==> src/rtl/tc_trig_pkg.sv <==
// Shared types and constants for the TC trigger detector: FSM encoding,
// sample-word slice positions and a state decode helper.
package tc_trig_pkg;

  typedef enum logic [2:0] {
    IDLE     = 3'd0,
    WAIT_LOW = 3'd1,
    ARMED    = 3'd2,
    QUALIFY  = 3'd3,
    HOLDOFF  = 3'd4
  } trig_state_e;

  localparam int X0_MSB  = 31;
  localparam int X0_LSB  = 16;
  localparam int X0Z_MSB = 15;
  localparam int X0Z_LSB = 0;

  function automatic logic state_is_busy(input trig_state_e st);
    case (st)
      ARMED, QUALIFY, HOLDOFF: return 1'b1;
      default:                 return 1'b0;
    endcase
  endfunction

endpackage

==> src/rtl/tc_trigger_detect_if.sv <==
// Sample stream from the TC delay FIFO and the trigger result bus.
// master = stream source / trigger consumer, slave = the detector.
interface tc_trigger_detect_if #(
  parameter int CNT_W = 16
);

  logic [31:0]      fifo_tc_dataout;
  logic             trigger_tc_ready;
  logic             trig_enable;
  logic             trig_pulse;
  logic [15:0]      trig_x0_o;
  logic [15:0]      trig_x0z_o;
  logic [CNT_W-1:0] trig_count;
  logic             trig_busy;

  modport master (
    output fifo_tc_dataout,
    output trigger_tc_ready,
    output trig_enable,
    input  trig_pulse,
    input  trig_x0_o,
    input  trig_x0z_o,
    input  trig_count,
    input  trig_busy
  );

  modport slave (
    input  fifo_tc_dataout,
    input  trigger_tc_ready,
    input  trig_enable,
    output trig_pulse,
    output trig_x0_o,
    output trig_x0z_o,
    output trig_count,
    output trig_busy
  );

endinterface

==> src/rtl/tc_sat_counter.sv <==
// Saturating up-counter with synchronous clear; holds at all-ones.
// W must be at least 2.
module tc_sat_counter #(
  parameter int W = 16
) (
  input  logic         clk,
  input  logic         clr,
  input  logic         inc,
  output logic [W-1:0] count
);

  localparam logic [W-1:0] ALL_ONES = {W{1'b1}};
  localparam logic [W-1:0] ONE      = {{(W-1){1'b0}}, 1'b1};

  logic [W-1:0] count_r;

  // Count register: clear wins, then increment unless already saturated
  always_ff @(posedge clk) begin
    if (clr) begin
      count_r <= {W{1'b0}};
    end else if (inc && (count_r != ALL_ONES)) begin
      count_r <= count_r + ONE;
    end else begin
      count_r <= count_r;
    end
  end

  assign count = count_r;

endmodule

==> src/rtl/tc_trigger_detect.sv <==
// Hysteresis + minimum-width threshold trigger on the delayed TC x0 stream,
// with post-trigger holdoff, sample capture and a saturating fire count.
module tc_trigger_detect
  import tc_trig_pkg::*;
#(
  parameter logic signed [15:0] THRESH_HI   = 16'sd2000,
  parameter logic signed [15:0] THRESH_LO   = 16'sd1000,
  parameter int                 MIN_WIDTH   = 3,
  parameter int                 HOLDOFF_NUM = 64,
  parameter int                 CNT_W       = 16
) (
  input logic                clk,
  input logic                rst,
  tc_trigger_detect_if.slave bus
);

  localparam logic [7:0]  RUN_TARGET = 8'(MIN_WIDTH);
  localparam logic [15:0] HOLD_INIT  = 16'(HOLDOFF_NUM - 1);
  localparam logic        SINGLE_HIT = (MIN_WIDTH == 1);

  logic               s_valid_r;
  logic signed [15:0] s_x0_r;
  logic [15:0]        s_x0z_r;

  trig_state_e        state_r;
  trig_state_e        state_s;
  logic [7:0]         run_r;
  logic [7:0]         run_s;
  logic [7:0]         run_inc_s;
  logic [15:0]        hold_r;
  logic [15:0]        hold_s;

  logic               hi_s;
  logic               lo_s;
  logic               abort_s;
  logic               fire_s;

  logic               pulse_r;
  logic [15:0]        x0_cap_r;
  logic [15:0]        x0z_cap_r;
  logic [CNT_W-1:0]   count_s;

  // Input stage: valid always tracks ready, data only loads on ready
  always_ff @(posedge clk) begin
    if (rst) begin
      s_valid_r <= 1'b0;
      s_x0_r    <= 16'sd0;
      s_x0z_r   <= 16'd0;
    end else begin
      s_valid_r <= bus.trigger_tc_ready;
      if (bus.trigger_tc_ready) begin
        s_x0_r  <= bus.fifo_tc_dataout[X0_MSB:X0_LSB];
        s_x0z_r <= bus.fifo_tc_dataout[X0Z_MSB:X0Z_LSB];
      end else begin
        s_x0_r  <= s_x0_r;
        s_x0z_r <= s_x0z_r;
      end
    end
  end

  // Both operands are signed, so these are two's-complement compares
  assign hi_s      = s_valid_r & (s_x0_r >= THRESH_HI);
  assign lo_s      = s_valid_r & (s_x0_r <= THRESH_LO);
  assign abort_s   = (state_r != IDLE) & (~bus.trig_enable | ~s_valid_r);
  assign run_inc_s = run_r + 8'd1;

  // FSM, run and holdoff counter registers
  always_ff @(posedge clk) begin
    if (rst) begin
      state_r <= IDLE;
      run_r   <= 8'd0;
      hold_r  <= 16'd0;
    end else begin
      state_r <= state_s;
      run_r   <= run_s;
      hold_r  <= hold_s;
    end
  end

  // Next-state logic; abort takes priority over any fire condition
  always_comb begin
    state_s = state_r;
    run_s   = run_r;
    hold_s  = hold_r;
    fire_s  = 1'b0;
    if (abort_s) begin
      state_s = IDLE;
      run_s   = 8'd0;
      hold_s  = 16'd0;
    end else begin
      case (state_r)
        IDLE: begin
          if (bus.trig_enable && s_valid_r) begin
            state_s = WAIT_LOW;
          end else begin
            state_s = IDLE;
          end
        end
        WAIT_LOW: begin
          if (lo_s) begin
            state_s = ARMED;
          end else begin
            state_s = WAIT_LOW;
          end
        end
        ARMED: begin
          if (hi_s && SINGLE_HIT) begin
            fire_s  = 1'b1;
            run_s   = 8'd0;
            hold_s  = HOLD_INIT;
            state_s = HOLDOFF;
          end else if (hi_s) begin
            run_s   = 8'd1;
            state_s = QUALIFY;
          end else begin
            state_s = ARMED;
          end
        end
        QUALIFY: begin
          if (hi_s && (run_inc_s == RUN_TARGET)) begin
            fire_s  = 1'b1;
            run_s   = 8'd0;
            hold_s  = HOLD_INIT;
            state_s = HOLDOFF;
          end else if (hi_s) begin
            run_s   = run_inc_s;
            state_s = QUALIFY;
          end else begin
            run_s   = 8'd0;
            state_s = ARMED;
          end
        end
        HOLDOFF: begin
          if (hold_r == 16'd0) begin
            state_s = WAIT_LOW;
          end else begin
            hold_s  = hold_r - 16'd1;
            state_s = HOLDOFF;
          end
        end
        default: begin
          state_s = IDLE;
          run_s   = 8'd0;
          hold_s  = 16'd0;
        end
      endcase
    end
  end

  // Trigger strobe and capture of the firing sample
  always_ff @(posedge clk) begin
    if (rst) begin
      pulse_r   <= 1'b0;
      x0_cap_r  <= 16'd0;
      x0z_cap_r <= 16'd0;
    end else begin
      pulse_r <= fire_s;
      if (fire_s) begin
        x0_cap_r  <= s_x0_r;
        x0z_cap_r <= s_x0z_r;
      end else begin
        x0_cap_r  <= x0_cap_r;
        x0z_cap_r <= x0z_cap_r;
      end
    end
  end

  tc_sat_counter #(
    .W (CNT_W)
  ) u_trig_count (
    .clk   (clk),
    .clr   (rst),
    .inc   (fire_s),
    .count (count_s)
  );

  assign bus.trig_pulse = pulse_r;
  assign bus.trig_x0_o  = x0_cap_r;
  assign bus.trig_x0z_o = x0z_cap_r;
  assign bus.trig_count = count_s;
  assign bus.trig_busy  = state_is_busy(state_r);

endmodule
==> src/flat_wrapper.sv <==
// flat-port wrapper written by rule: the top's interface ports become plain ports
module tc_trigger_detect_flat import tc_trig_pkg::*;
#(
  parameter logic signed [15:0] THRESH_HI   = 16'sd2000,
  parameter logic signed [15:0] THRESH_LO   = 16'sd1000,
  parameter int                 MIN_WIDTH   = 3,
  parameter int                 HOLDOFF_NUM = 64,
  parameter int                 CNT_W       = 16
)
  (clk, rst, bus_fifo_tc_dataout, bus_trigger_tc_ready, bus_trig_enable, bus_trig_pulse, bus_trig_x0_o, bus_trig_x0z_o, bus_trig_count, bus_trig_busy);
  tc_trigger_detect_if #(.CNT_W(CNT_W)) bus_i ();
  input logic clk;
  input logic rst;
  input wire logic [$bits(bus_i.fifo_tc_dataout)-1:0] bus_fifo_tc_dataout;
  input wire logic [$bits(bus_i.trigger_tc_ready)-1:0] bus_trigger_tc_ready;
  input wire logic [$bits(bus_i.trig_enable)-1:0] bus_trig_enable;
  output wire logic [$bits(bus_i.trig_pulse)-1:0] bus_trig_pulse;
  output wire logic [$bits(bus_i.trig_x0_o)-1:0] bus_trig_x0_o;
  output wire logic [$bits(bus_i.trig_x0z_o)-1:0] bus_trig_x0z_o;
  output wire logic [$bits(bus_i.trig_count)-1:0] bus_trig_count;
  output wire logic [$bits(bus_i.trig_busy)-1:0] bus_trig_busy;
  assign bus_i.fifo_tc_dataout = bus_fifo_tc_dataout;
  assign bus_i.trigger_tc_ready = bus_trigger_tc_ready;
  assign bus_i.trig_enable = bus_trig_enable;
  assign bus_trig_pulse = bus_i.trig_pulse;
  assign bus_trig_x0_o = bus_i.trig_x0_o;
  assign bus_trig_x0z_o = bus_i.trig_x0z_o;
  assign bus_trig_count = bus_i.trig_count;
  assign bus_trig_busy = bus_i.trig_busy;
  tc_trigger_detect #(.THRESH_HI(THRESH_HI), .THRESH_LO(THRESH_LO), .MIN_WIDTH(MIN_WIDTH), .HOLDOFF_NUM(HOLDOFF_NUM), .CNT_W(CNT_W)) u_core (.clk(clk), .rst(rst), .bus(bus_i));
endmodule
==> config.mk <==
export PLATFORM = sky130hd
export DESIGN_NAME = tc_trigger_detect_flat
export DESIGN_NICKNAME = d
export VERILOG_FILES = /design/src/rtl/tc_trig_pkg.sv /design/src/rtl/tc_trigger_detect_if.sv /design/src/rtl/tc_sat_counter.sv /design/src/rtl/tc_trigger_detect.sv /design/src/flat_wrapper.sv
export SDC_FILE = /design/constraint.sdc
export NUM_CORES = 1
export LEC_CHECK = 0
export CORE_UTILIZATION = 53
export CTS_CLUSTER_DIAMETER = 200
export DETAILED_ROUTE_END_ITERATION = 7
export PLACE_DENSITY = 0.84
export SETUP_SLACK_MARGIN = 0.05
export SYNTH_ARGS = -nofsm -noshare
export SYNTH_HDL_FRONTEND = slang
export SYNTH_SLANG_ARGS = --single-unit
==> constraint.sdc <==
create_clock -name clk -period 3.31 [get_ports clk]
set_clock_uncertainty 0.2 [all_clocks]
set_input_delay 0.662 -clock clk [delete_from_list [all_inputs] [get_ports clk]]
set_output_delay 0.662 -clock clk [all_outputs]
set_load 0.02 [all_outputs]
Word level (Yosys, flattened, before mapping)
Cells that the tools add are included.
{"block": "op_classes", "n_reduce_logical": 12, "n_lt_le_gt_ge": 2, "mux": 17, "n_eq_ne": 9, "add_sub_neg": 3, "n_bitwise": 8}
{"cell": "$pmux W16 S3", "count": 1}
{"cell": "$mux W16", "count": 2}
{"cell": "$mux W8", "count": 3}
{"cell": "$pmux W8 S3", "count": 1}
{"cell": "$add A16 B1 Y16 const B", "count": 1}
{"cell": "$ge A16 B12 Y1 const B", "count": 1}
{"cell": "$le A16 B11 Y1 const B", "count": 1}
{"cell": "$logic_not A16 Y1", "count": 1}
{"cell": "$ne A16 B16 Y1 const B", "count": 1}
{"cell": "$sub A16 B1 Y16 const B", "count": 1}
{"cell": "$pmux W3 S5", "count": 1}
{"cell": "$reduce_or A3 Y1", "count": 3}
{"cell": "$add A8 B1 Y8 const B", "count": 1}
{"cell": "$eq A8 B2 Y1 const B", "count": 1}
{"cell": "$eq A3 B2 Y1 const B", "count": 2}
{"cell": "$mux W1", "count": 6}
{"cell": "$mux W3", "count": 2}
{"cell": "$ne A2 B1 Y1 const B", "count": 2}
{"cell": "$not A1 Y1", "count": 4}
{"cell": "$and A1 B1 Y1", "count": 3}
{"cell": "$eq A3 B1 Y1 const B", "count": 1}
{"cell": "$eq A3 B3 Y1 const B", "count": 1}
{"cell": "$logic_and A1 B1 Y1", "count": 3}
{"cell": "$logic_not A3 Y1", "count": 1}
{"cell": "other kinds (7)", "count": 7}
{"block": "word_totals", "word_cells": 61, "in_bits": 36, "regBits": 109, "out_inout_bits": 50}

Logic depth before layout (Yosys ltp)
Gate-level depths: netlist of the first run.
{"block": "depth", "ltp_word": 7, "ltp_mapped": 10, "ltp_nobuf": 8}

Modules after synthesis
Synthesis of the first run repeated with hierarchy kept, for this count alone.
{"block": "unflattened", "hier_cells": 541, "area_unflattened_um2": 4917.2}
{"mod": "tc_trigger_detect", "cells_each": 442, "instances": 1, "area_each_um2": 4068.9}
{"mod": "tc_sat_counter", "cells_each": 99, "instances": 1, "area_each_um2": 848.3}

Least setup slack after synthesis of the first run
OpenSTA, ideal clock, no wires.
{"block": "synth_path", "path_kind": "reg-to-reg", "start": "register u_core.run_r[1]", "end": "register u_core.u_trig_count.count_r[11], in the netlist u_core.u_trig_count.count[11]", "t_arrival_ns": 2.169, "path_slack_ns": 0.821, "stages_incl_launch_ff": 9, "setup_time_ns": 0.121, "n_path_buf": 1, "cell_sequence": "dfxtp_1 -> ha_1 -> clkbuf_1 -> xnor2_1 -> nand2_1 -> a221oi_4 -> nand4_4 -> nor4_1 -> mux2_2"}
{"block": "synth_via", "elab_chain_len": 7}
{"item": "start, declared", "line_no": "tc_trigger_detect.sv:27", "text": "logic [7:0] run_r;"}
{"item": "start signal, assigned", "line_no": "tc_trigger_detect.sv:75", "text": "run_r <= run_s;"}
{"item": "$add A8 B1 Y8", "line_no": "tc_trigger_detect.sv:65", "text": "assign run_inc_s = run_r + 8'd1;"}
{"item": "$eq A8 B2 Y1", "line_no": "tc_trigger_detect.sv:120", "text": "if (hi_s && (run_inc_s == RUN_TARGET)) begin"}
{"item": "$logic_and A1 B1 Y1", "line_no": "tc_trigger_detect.sv:120"}
{"item": "$mux W1", "line_no": "tc_trigger_detect.sv:120"}
{"item": "$mux W1", "line_no": "tc_trigger_detect.sv:91", "text": "case (state_r)"}
{"item": "$mux W1", "line_no": "tc_trigger_detect.sv:86", "text": "if (abort_s) begin"}
{"item": "$logic_and A1 B1 Y1", "line_no": "tc_sat_counter.sv:21", "text": "end else if (inc && (count_r != ALL_ONES)) begin"}
{"item": "end signal, assigned", "line_no": "tc_sat_counter.sv:20", "text": "count_r <= {W{1'b0}};"}
{"item": "end signal, assigned", "line_no": "tc_sat_counter.sv:22", "text": "count_r <= count_r + ONE;"}
{"item": "end signal, assigned", "line_no": "tc_sat_counter.sv:24", "text": "count_r <= count_r;"}
{"item": "end, declared", "line_no": "tc_sat_counter.sv:15", "text": "logic [W-1:0] count_r;"}
No other way between the ends.
A chain may end at the register's enable or synchronous reset.

Worst setup path in the final report of the first run
{"block": "layout_path", "start": "register u_core.state_r[0]", "end": "output port bus_trig_busy"}
{"block": "layout_via", "elab_chain_len": 3}
{"item": "start, declared", "line_no": "tc_trigger_detect.sv:25", "text": "trig_state_e state_r;"}
{"item": "start signal, assigned", "line_no": "tc_trigger_detect.sv:74", "text": "state_r <= state_s;"}
{"item": "$eq A3 B2 Y1 / $eq A3 B3 Y1 (equally long branches)", "line_no": "tc_trig_pkg.sv:19", "text": "case (st)"}
{"item": "$reduce_or A3 Y1 (*)", "line_no": "tc_trig_pkg.sv:19"}
{"item": "$mux W1 (*)", "line_no": "tc_trig_pkg.sv:19"}
{"item": "end, declared", "line_no": "flat_wrapper.sv:21", "text": "output wire logic [$bits(bus_i.trig_busy)-1:0] bus_trig_busy;"}
Mark *: on every way between the ends. The rest lies on a longest branch, timed or not.

==> summary.md, run 1 <==
| Metric | Value |
|---|---|
| Status | `finished clean` |
| First-pass GRT wire length | `18.8 mm` |
| Gr ovfl total | `0` |
| Hold Vio Cnt, Final | `0` |
| Number of buffers added on ports | `85` |
| Skew-Pair Late Insertion Delay | `380 ps` |
| Fillers | `688` |
| Post-Synthesis Cells | `544` |
| Pwr dens | `385 nW/um^2` |
| Hold-fix buffers, CTS | `0` |
| Site row count | `34` |
| Post_cts resized | `0` |
| Power, Total | `2.28 mW` |
| Setup-failing EPs final | `0` |
| Post-placement cell count | `715` |
| Slew Limit Fails | `0` |
| WS Path Type | `reg -> out` |
| CTS sink count | `109` |
| Postcts setup bufs | `0` |
| Syn_area_per_cell | `8.87 um^2` |
| Peak supply drop | `0.000311 V` |
| Layout Utilization | `0.677` |
| Synth Register Bits | `109` |
| DR pass1 iterations | `5` |
| Pin count of the biggest net entering global routing | `83` |
| Layout cells sized above 1 | `0.0610` |
| CTS H-tree lvls | `3` |
| Req. time, crit path | `2450 ps` |
| Die Area | `9490 um^2` |
| Worst min-delay path category | `reg -> reg` |
| Synth area leaders | `dfxtp_1, mux2i_1, nor2_1` |
| Starting DRT DRC Count | `245` |
| Worst Setup End Kind | `output pin` |
| Io pins | `86` |
| Lkg Pwr | `2.15 nW` |
| Synth Area in Adders | `0.0104` |
| Total core area | `8760 um^2` |
| Starting Density | `0.551` |
| Total Wirelength | `11.2 mm` |
| Post-synthesis simple-gate area fraction | `0.218` |
| Diode count | `0` |
| Die width | `97.4 um` |
| Mux contribution to synthesized area | `0.135` |
| Crit share post-route | `0.913` |
| Achievable frequency | `0.331 GHz` |
| Total CTS buffers | `9` |
| Most frequent cell after synthesis | `dfxtp_1` |
| Overall routing resource usage | `0.240` |
| Syn Std Cell Area | `4820 um^2` |
| Max Cap Violations | `0` |
| Vias in the first global route | `4,072` |
| Largest family of logic cells by synthesized area | `simple AND/OR/NAND/NOR gates` |
| Async set or reset register ratio after synthesis | `0` |
| Worst-path fanout max | `15` |
| Worst-case clock buffer depth | `2` |
| Routability cong. | `0.849` |
| Post-route insts no fill | `731` |
| Syn-to-layout area delta | `23.1%` |
| Yosys warns | `0` |
| Post-synth EDFFs | `0` |
| CTS Root Cell | `clkbuf_8` |
| Net Count, Synth | `584` |
| Post-synthesis sequential area ratio | `0.452` |
| Final HPWL DP | `7.94 mm` |
| Top cell type's share of synthesized area | `0.452` |
| Slew headroom | `0.352` |
| RSZ-0062 raised after global routing | `false` |
| Fin Setup TNS | `0 ps` |
| Remaining DRCs | `0` |
| Critical path startpoint category | `flop` |
| Post-DRT Antenna Nets | `0` |
| Compound-Gate Fraction of Synth Area | `0.132` |
| Arr. time, crit path | `2160 ps` |
| Post-synthesis xor/xnor area fraction | `0.0145` |
| Synth top cells by count | `dfxtp_1, nor2_1, mux2i_1` |
| Worst-margin pin slew | `972 ps` |
| Ys flop type | `dfxtp_1` |
| Synth unique cells | `50` |
| Die Span Y | `97.4 um` |
| Fin crit period | `3020 ps` |
| Via count | `4,183` |
| Avg Vias per Cell | `5.72` |
| Initial antenna violation count | `0` |
| Drt wl/cell | `15.4 um` |
| Final net count | `658` |
| CTS tree | `done` |
| Largest area contributor in the netlist | `dfxtp_1` |
| Clock-pin slew on the worst setup and hold paths | `110 ps` |
-- path summary, 6_finish.rpt --
check	start	end	slack, ps	cells after the start
setup / recovery	u_core.state_r[0]$_SDFF_PP0_	bus_trig_busy	290	4
hold / removal	u_core.bus.trig_x0_o[15]$_SDFFE_PP0P_	u_core.bus.trig_x0_o[15]$_SDFFE_PP0P_	300	1
setup reg to reg	u_core.s_x0_r[11]$_SDFFE_PP0P_	u_core.hold_r[0]$_SDFFE_PP0P_	430	6
hold reg to reg	u_core.bus.trig_x0_o[15]$_SDFFE_PP0P_	u_core.bus.trig_x0_o[15]$_SDFFE_PP0P_	300	1
-- cells in the final DEF, fill, tap and decap left out, types with 3 or more instances in the layout --
cell type / Yosys / layout
a21oi_1: 31 / 31
nor2_1: 88 / 88
nand3_1: 14 / 14
a22oi_1: 3 / 3
nand2b_1: 3 / 3
dfxtp_1: 109 / 109
a211oi_1: 4 / 4
or4_1: 4 / 4
a31oi_1: 5 / 5
nand2_1: 34 / 34
o31ai_1: 6 / 6
nor2b_1: 4 / 4
or3_1: 16 / 16
and2_1: 3 / 3
ha_1: 4 / 4
clkbuf_8: 0 / 9
xor2_1: 4 / 4
nor4_1: 6 / 6
nor3_1: 15 / 15
buf_4: 3 / 7
inv_1: 12 / 12
inv_8: 0 / 3
o21ai_0: 38 / 38
clkdlybuf4s50_1: 0 / 83
nand4_1: 10 / 10
and3_1: 4 / 4
xnor2_1: 4 / 4
mux2i_1: 64 / 64
-- state kept, by name, indices dropped and copies added (netlist names) --
name,count
u_core.hold_r,16
u_core.run_r,8
u_core.bus.trig_x0_o,16
u_core.s_x0z_r,16
u_core.bus.trig_pulse,1
u_core.u_trig_count.count,16
u_core.state_r,3
u_core.s_x0_r,16
u_core.s_valid_r,1
u_core.bus.trig_x0z_o,16
-- per-stage QoR --
stage / hold slack (ps) / setup slack (ps) / instance area [um^2]
floorplan: 249 / 821 / 4820
global placement: 259 / 338 / 5740
detailed placement: 276 / 282 / 5740
CTS: 296 / 307 / 5940
global route: 317 / 132 / 5940
finish: 297 / 289 / 5940
-- kinds of logic (layout without fill, tap and decap cells) --
logic type	count (synthesis)	after routing
and+or+nand+nor	212	212
DFF	109	109
AOI/OAI and AO/OA	103	103
muxes	65	65
buffers and inverters	43	122
xor gates and xnor gates	8	8
adders and majority gates	4	4
-- metal layers --
layer / vias up / part of all wire / global-route usage / routed length (um)
met5: - / 0 / 0 / 0
li1: 2084 / - / - / -
met1: 1971 / 0.42 / 0.289 / 4760
met3: 12 / 0.068 / 0.0705 / 768
met2: 116 / 0.49 / 0.414 / 5570
met4: 0 / 0.014 / 0.0656 / 155
-- report_power, final --
part           switching [mW]  leakage, nW  internal, mW
clock                   0.494       0.0942         0.297
combinational          0.0694         1.17        0.0701
sequential             0.0185        0.885          1.34
-- final cells by class --
class / instances / area (um^2) / area share
tap: 108 / 135 / 0.0228
clock inverter: 7 / 73.8 / 0.0124
timing repair buffer: 93 / 913 / 0.154
clock buffer: 9 / 124 / 0.0209
sequential: 109 / 2180 / 0.368
inverter: 13 / 48.8 / 0.00822
multi-input combinational: 392 / 2460 / 0.414
-- worst max-delay path, cell delays in order, from the launching register on --
cell	delay, ps
dfxtp_1	510
nor2_1	120
nand2_1	410
o21ai_0	170
clkdlybuf4s50_1	570
Power figures use the tool's default switching activity.
==> run 2: changes to the inputs <==
--- a/config.mk
+++ b/config.mk
@@ -5,6 +5,7 @@
 export SDC_FILE = /design/constraint.sdc
 export NUM_CORES = 1
 export LEC_CHECK = 0
+export CAP_MARGIN = 20
 export CORE_UTILIZATION = 53
 export CTS_CLUSTER_DIAMETER = 200
 export DETAILED_ROUTE_END_ITERATION = 7
==> results of run 2 <==
Same layout as run 1: the final DEF is identical, and so are final timing and power.
==> run 3: changes to the inputs <==
--- a/config.mk
+++ b/config.mk
@@ -6,6 +6,7 @@
 export NUM_CORES = 1
 export LEC_CHECK = 0
 export CAP_MARGIN = 20
+export CORE_MARGIN = 4
 export CORE_UTILIZATION = 53
 export CTS_CLUSTER_DIAMETER = 200
 export DETAILED_ROUTE_END_ITERATION = 7
==> run 3 against run 2 <==
  * Clock power is 2% higher
  * Register-to-register slack better by 30 ps
  * Critical path depth rose by 3
  * Die area rose by 13%
  * First-iteration DRC count is 44% lower
  * Final cell count up 0.14%
  * Largest cell class unchanged
  * Highest routed layer unchanged
==> summary.md, run 3 (synthesis results as in run 1) <==
| Metric | Value |
|---|---|
| Status | `finished clean` |
| Met3 Resource Use GR | `0.0738 (+0.00327)` |
| Vias in the first global route | `4,323 (+6.2%)` |
| Achievable frequency | `0.351 GHz (+6.1%)` |
| Via count | `4,219 (+0.86%)` |
| Grt met2 use | `0.403 (-0.0113)` |
| Req. time, crit path | `3350 ps (+900 ps)` |
| Fin crit period | `2850 ps (-173 ps)` |
| Post_cts resized | `0 (unchanged)` |
| Lkg Pwr | `2.16 nW (+0.64%)` |
| Slew Limit Fails | `0 (unchanged)` |
| Post-Place Worst Slack | `241 ps (-41.5 ps)` |
| Met1 usage | `0.270 (-0.0197)` |
| Pwr dens | `387 nW/um^2 (+0.68%)` |
| Worst-margin pin slew | `988 ps (+16.2 ps)` |
| Layout cells sized above 1 | `0.0625 (+0.00150)` |
| Arr. time, crit path | `2880 ps (+720 ps)` |
| Setup-failing EPs final | `0 (unchanged)` |
| Total core area | `8810 um^2 (+0.49%)` |
| CTS Root Cell | `clkbuf_8` |
| Hold-fix buffers, CTS | `0 (unchanged)` |
| Remaining DRCs | `0 (unchanged)` |
| Final HPWL DP | `8.36 mm (+5.2%)` |
| Site row count | `34 (unchanged)` |
| Die width | `103 um (+6.2%)` |
| Multi-input gate area | `2460 um^2 (unchanged)` |
| Register area | `2180 um^2 (unchanged)` |
| RSZ-0062 raised after global routing | `false` |
| WS Path Type | `reg -> reg` |
| Most frequent cells in the layout | `dfxtp_1, nor2_1, clkdlybuf4s50_1` |
| Hold Vio Cnt, Final | `0 (unchanged)` |
| Worst Setup End Kind | `flop` |
| Routability cong. | `0.814 (-4.1%)` |
| Critical path startpoint category | `flop` |
| Die Area | `10,700 um^2 (+13%)` |
| Number of buffers added on ports | `85 (unchanged)` |
| Hold slack | `292 ps (-5.20 ps)` |
| Total CTS buffers | `9 (unchanged)` |
| Total Wirelength | `11.8 mm (+4.5%)` |
| Io pins | `86 (unchanged)` |
| Final net count | `659 (+0.15%)` |
| Slowest-stage cell, CP | `a221oi_4` |
| Layout Utilization | `0.675 (-0.00228)` |
| Fillers | `688 (unchanged)` |
| Gr busiest metal | `met2` |
| First-pass GRT wire length | `19.9 mm (+6.0%)` |
| Peak supply drop | `0.000244 V (-21%)` |
| CTS sink count | `109 (unchanged)` |
| Worst min-delay path category | `reg -> reg` |
| Worst-path fanout max | `8 (-7)` |
| DR pass1 iterations | `4 (-1)` |
| Clock-pin slew on the worst setup and hold paths | `120 ps (about the same)` |
| Syn-to-layout area delta | `23.2%` |
| CTS H-tree lvls | `3 (unchanged)` |
| Starting DRT DRC Count | `136 (-44%)` |
| Skew-Pair Late Insertion Delay | `380 ps (about the same)` |
| Diode count | `0 (unchanged)` |
| Drt wl/cell | `16.1 um (+4.4%)` |
| Power, Total | `2.30 mW (+0.83%)` |
| Die Span Y | `103 um (+6.2%)` |
| Slowest stage delay, CP | `500 ps (-70 ps)` |
| Max Cap Violations | `0 (unchanged)` |
| Slew headroom | `0.341 (-0.0108)` |
| Postcts setup bufs | `0 (unchanged)` |
| Overall routing resource usage | `0.232 (-0.00817)` |
| CP cell instances | `ha_1, xnor2_1, nand2_1, a221oi_4, a31oi_1, nor2_1, o32ai_1` |
| Post-DRT Antenna Nets | `0 (unchanged)` |
| Initial antenna violation count | `0 (unchanged)` |
| Worst-case clock buffer depth | `2 (unchanged)` |
| Fin Setup TNS | `0 ps (unchanged)` |
| Pin count of the biggest net entering global routing | `83 (unchanged)` |
| Most common cell after layout, fill and taps aside | `dfxtp_1` |
| Avg Vias per Cell | `5.76 (+0.72%)` |
| Crit share post-route | `0.860 (-0.0524)` |
| Final worst setup slack | `462 ps (+173 ps)` |
| Gr ovfl total | `0 (unchanged)` |
| CTS tree | `done` |
| Starting Density | `0.548 (-0.00266)` |
-- run 3: worst paths after layout --
| check | endpoint | slack (ps) | cells past startpoint | from |
|---|---|---|---|---|
| worst max-delay path | u_core.hold_r[12]$_SDFFE_PP0P_ | 460 | 7 | u_core.run_r[1]$_SDFFE_PP0P_ |
| worst min-delay path | u_core.bus.trig_x0_o[15]$_SDFFE_PP0P_ | 290 | 1 | u_core.bus.trig_x0_o[15]$_SDFFE_PP0P_ |
| worst max register to register | u_core.hold_r[12]$_SDFFE_PP0P_ | 460 | 7 | u_core.run_r[1]$_SDFFE_PP0P_ |
| worst min register to register | u_core.bus.trig_x0_o[15]$_SDFFE_PP0P_ | 290 | 1 | u_core.bus.trig_x0_o[15]$_SDFFE_PP0P_ |
-- run 3: routing by layer --
layer / up-vias / wire length, um
li1: 2086 / -
met1: 1994 / 4780
met2: 119 / 5980
met3: 20 / 794
met4: 0 / 206
met5: - / 0
-- run 3: layout make-up --
type	count	share of cell area
timing repair buffer	94	0.155
tap	108	0.0227
clock inverter	7	0.0126
sequential	109	0.367
multi-input combinational	392	0.414
clock buffer	9	0.0208
inverter	13	0.00821
-- run 3: per-stage QoR --
step | area, um^2 | cells
after global placement | 5750 | 716
after floorplan | 4820 | 544
final | 5950 | 732
after detailed placement | 5750 | 716
after CTS | 5950 | 732
after global routing | 5950 | 732
-- run 3: power by group --
group          total, mW  switching [mW]  internal, mW
clock network      0.810           0.508         0.302
registers           1.35          0.0183          1.34
logic              0.140          0.0694        0.0702
-- run 3: critical path: cells and delay by family (launching register included) --
kind	cells	cell delay, ps
AO/OA/AOI/OAI	3	1050
AND/OR/NAND/NOR	2	550
flip-flops	1	430
adder cells (fa/ha/maj)	1	340
XOR/XNOR	1	150
